<file path="src/rtl/sr_latch_driver.sv">
// Command-side controller for an external cross-coupled NAND SR latch:
// issues one active-low pulse on Sbar or Rbar, lets the latch settle, then reads Q back.
module sr_latch_driver #(
  parameter int PULSE_W = 4,
  parameter int SETTLE  = 3
) (
  input  logic       clk,
  input  logic       reset,
  input  logic       cmd_valid,
  input  logic       cmd_set,
  output logic       cmd_ready,
  output logic       Sbar,
  output logic       Rbar,
  input  logic       Q,
  output logic       done,
  output logic       q_err,
  output logic       q_state,
  output logic [1:0] fsm_state
);

  // Handshake: a command transfers on a rising clk edge where cmd_valid and
  // cmd_ready are both high; cmd_ready is a flop, never a function of cmd_valid.

  localparam logic [1:0] IDLE   = 2'd0;
  localparam logic [1:0] PULSE  = 2'd1;
  localparam logic [1:0] SETTLE_ST = 2'd2;
  localparam logic [1:0] CHECK  = 2'd3;

  localparam logic [7:0] PULSE_LOAD  = 8'(PULSE_W - 1);
  localparam logic [7:0] SETTLE_LOAD = 8'(SETTLE - 1);

  logic [1:0] state;
  logic [7:0] cnt;
  logic       expected;
  logic       sync_a;
  logic       sync_q;

  assign fsm_state = state;

  always_ff @(posedge clk or posedge reset) begin
    if (reset) begin
      state     <= IDLE;
      cnt       <= 8'd0;
      expected  <= 1'b0;
      sync_a    <= 1'b0;
      sync_q    <= 1'b0;
      Sbar      <= 1'b1;
      Rbar      <= 1'b1;
      cmd_ready <= 1'b1;
      done      <= 1'b0;
      q_err     <= 1'b0;
      q_state   <= 1'b0;
    end else begin
      sync_a <= Q;
      sync_q <= sync_a;
      done   <= 1'b0;
      case (state)
        IDLE: begin
          if (cmd_valid) begin
            // Only one input leaves the high state on this edge, so the
            // latch never sees Sbar and Rbar low together.
            expected  <= cmd_set;
            cnt       <= PULSE_LOAD;
            Sbar      <= ~cmd_set;
            Rbar      <= cmd_set;
            cmd_ready <= 1'b0;
            state     <= PULSE;
          end
        end
        PULSE: begin
          if (cnt == 8'd0) begin
            Sbar  <= 1'b1;
            Rbar  <= 1'b1;
            cnt   <= SETTLE_LOAD;
            state <= SETTLE_ST;
          end else begin
            cnt <= cnt - 8'd1;
          end
        end
        SETTLE_ST: begin
          if (cnt == 8'd0) begin
            done    <= 1'b1;
            q_err   <= sync_q ^ expected;
            q_state <= sync_q;
            state   <= CHECK;
          end else begin
            cnt <= cnt - 8'd1;
          end
        end
        default: begin
          cmd_ready <= 1'b1;
          state     <= IDLE;
        end
      endcase
    end
  end

endmodule

</file>
<file path="config.mk">
export PLATFORM = sky130hd
export DESIGN_NAME = sr_latch_driver
export DESIGN_NICKNAME = d
export VERILOG_FILES = /design/src/rtl/sr_latch_driver.sv
export SDC_FILE = /design/constraint.sdc
export NUM_CORES = 1
export LEC_CHECK = 0
export ABC_CLOCK_PERIOD_IN_PS = 2540
export CORE_MARGIN = 3
export CORE_UTILIZATION = 45
export CTS_CLUSTER_DIAMETER = 40
export DETAILED_ROUTE_END_ITERATION = 7
export PLACE_DENSITY = 0.67
export SLEW_MARGIN = 5
export SYNTH_ARGS = -nofsm -noshare
export SYNTH_HDL_FRONTEND = slang
export SYNTH_SLANG_ARGS = --single-unit
</file>
<file path="constraint.sdc">
create_clock -name clk -period 2.54 [get_ports clk]
set_clock_uncertainty 0.1 [all_clocks]
set_input_delay 0.508 -clock clk [delete_from_list [all_inputs] [get_ports clk]]
set_output_delay 0.508 -clock clk [all_outputs]
set_load 0.02 [all_outputs]
</file>
==> impl_metrics.toml <==
[synthesis]
netlist_instances = 104
synth_compound_area_share_pct = 16.7
synth_top_family_by_area = "simple AND/OR/NAND/NOR gates"
synth-xor-area-share_pct = 1.64
synth-simple-area-share_pct = 19.3
syn_avg_cell_area_sq_um = 10.3
async_reset_ff_share_pct = 100
synth_edf_count = 0
synth_fp_nets = 115
yosys-mux-area-fraction_pct = 6.91
synth-adder-area-share_pct = 7.03
yosysUniqueCellTypes = 37
ys_warn_count = 0
dominantRegCellSynth = "dfrtp_1"
mappedNetlistArea_sq_mm = 0.00107
ys_seq_elements = 19
ys_seq_area_share_pct = 44.8

[cells_and_area]
fin_area_sq_mm = 0.00125
drive_gt1_share_pct = 10.9
mostFrequentLayoutCell = "dfrtp_1"
n_antenna_cell = 0
layout_common_cells = "16 x dfrtp_1, 12 x nor2_1, 12 x clkdlybuf4s50_1"
fin_cells = 147
fin_nets = 131
area_delta_synth_final_pct = 16.6

[clock_network]
ctsResizeCount = 0
htree_levels = 1
cts.sinks = 19
cts.reportedPaths.clkPinSlew_ns = 0.11
post_cts_buffers = 0
clock_latency_ns = 0.30
cts_buffers = 3
cts-root-buf = "clkbuf_4"
holdBufCountCts = 0
cts_tree = "yes"
ctsLongestPathBuffers = 2

[grt]
grt_max_degree = 20
grt_pass1_vias = 841
grt_antenna_before_repair = 0
overflow = 0
grt_use_total_pct = 17.2
grt_pass1_wl_um = 3660

[pwr]
power_mw = 1.79
ir_drop_v = 0.000763
p_leak_nw = 0.553
power_density_mw_per_mm2 = 1430

[die]
ios = 13
die_w_um = 54.7
row_count = 17
core_sq_mm = 0.00223
die_height_um = 54.7
die_area_sq_mm = 0.00300
initial_core_util_pct = 47.8

[timing]
tightest_slew_ns = 0.721
fmax_mhz = 479
finalCritPeriodShare_pct = 82.3
finalCriticalPeriod_ns = 2.09
setup_viol = 0
max_slew_margin_pct = 51.9
finalSetupTns_ns = 0
grt_setup_unrepaired = "false"
hold_violations = 0
slew_viol_final = 0

[worst_setup_path]
crit_start = "cnt[0]$_DFFE_PP0P_"
r2r_slack_ns = 0.45
r2r_start = "cnt[0]$_DFFE_PP0P_"
cp-end-kind = "register"
worstSetupPathType = "reg -> reg"
start_kind = "register"
path_max_fanout = 4
worstPathArrival_ns = 2.19
reg2reg_to = "fsm_state[1]$_DFFE_PP0P_"
required_ns = 2.64
r2r_cells = 6
endpoint = "fsm_state[1]$_DFFE_PP0P_"

[place]
port_buffers = 12
gp_congestion = 0.849
dp_hpwl_um = 1580
post-place-cells = 143
place_area_sq_mm = 0.00122

[min_path]
hold_path.class = "reg -> reg"

[routing]
viasPerCell = 5.79
drt_iter0_drc = 27
routedWlPerCell_um = 14.4
drt-pass1-iter-count = 4
vias = 851
ant_nets = 0
routed_wl_um = 2120
drcViolationCount = 0

[run_status]
status = "finished, final reports clean"

[run]
cap_violations = 0
==> layout make-up <==
class,instances,area [sq um]
tap,28,35.0
inverter,9,33.8
sequential,19,479
fill,209,987
clock buffer,4,26.3
multi-input combinational,75,552
timing repair buffer,12,120
==> stage by stage <==
stage	setup WS, ns	util [%]	hold WS, ns
6_report	0.450	55.8	0.265
3_5_place_dp	0.360	54.6	0.243
4_1_cts	0.453	55.8	0.269
3_3_place_gp	0.393	54.6	0.236
5_1_grt	0.281	55.8	0.271
2_1_floorplan	0.550	-	0.231
==> state kept, by name, summed over array words and instances, names as in the netlist <==
| signal | count |
|---|---|
| cnt | 8 |
| fsm_state | 2 |
| Rbar | 1 |
| Sbar | 1 |
| cmd_ready | 1 |
| done | 1 |
| expected | 1 |
| q_err | 1 |
| q_state | 1 |
| sync_a | 1 |
| sync_q | 1 |
==> logic make-up after synthesis <==
family          after synthesis
mux                           7
buf+inv                      10
fa+ha+maj                     6
compound gates               24
xor+xnor                      2
flops                        19
simple gates                 36
==> how the worst min path moves through the flow <==
| stage | slack (ns) | endpoint | start | depth (start not counted) |
|---|---|---|---|---|
| after floorplan | 0.23 | sync_q$_DFF_PP0_ | sync_a$_DFF_PP0_ | 0 |
| after global placement | 0.24 | sync_q$_DFF_PP0_ | sync_a$_DFF_PP0_ | 0 |
| after detailed placement | 0.24 | sync_q$_DFF_PP0_ | sync_a$_DFF_PP0_ | 0 |
| after CTS | 0.27 | sync_q$_DFF_PP0_ | sync_a$_DFF_PP0_ | 0 |
| after global routing | 0.27 | sync_q$_DFF_PP0_ | sync_a$_DFF_PP0_ | 0 |
| final | 0.27 | sync_q$_DFF_PP0_ | sync_a$_DFF_PP0_ | 0 |
==> routing by layer <==
metal | vias to the layer above | GRT usage (%) | part of all wire [%] | routed length [um]
met4 | 0 | 4.56 | 0.33 | 7
met3 | 2 | 4.90 | 5.0 | 106
met1 | 418 | 21.7 | 46 | 971
li1 | 409 | - | - | -
met2 | 22 | 28.5 | 49 | 1040
met5 | - | 0 | 0 | 0
==> critical path: stages (launching register included) <==
cell and delay [ns]:
dfrtp_1 0.42, inv_1 0.11, ha_1 0.20, nor3b_1 0.41, a21oi_1 0.20, nor2_1 0.20
mux2_1 0.34
==> cells in the mapped netlist (all sizes together) (2+ instances only) <==
cell | number | share of area [%]
a2111oi | 2 | 1.8
a211oi | 2 | 2.3
a21oi | 6 | 3.2
a31oi | 2 | 1.2
dfrtp | 16 | 37
dfstp | 3 | 7.4
ha | 6 | 7.0
inv | 9 | 3.2
mux2 | 3 | 3.2
mux2i | 4 | 3.7
nand2 | 6 | 2.1
nand3 | 3 | 1.4
nand4 | 2 | 1.2
nor2 | 12 | 4.2
nor4 | 2 | 2.6
o21ai | 4 | 1.9
o22a | 4 | 3.3
or3 | 2 | 1.2
xnor2 | 2 | 1.6
==> where the power goes <==
group	internal [mW]	switching [mW]	leakage, nW	total (mW)
Clock	0.0613	0.0933	0.0150	0.155
Sequential	0.443	0.137	0.234	0.581
Combinational	0.466	0.584	0.303	1.05
Note: power is estimated with default switching activity, not from simulation.
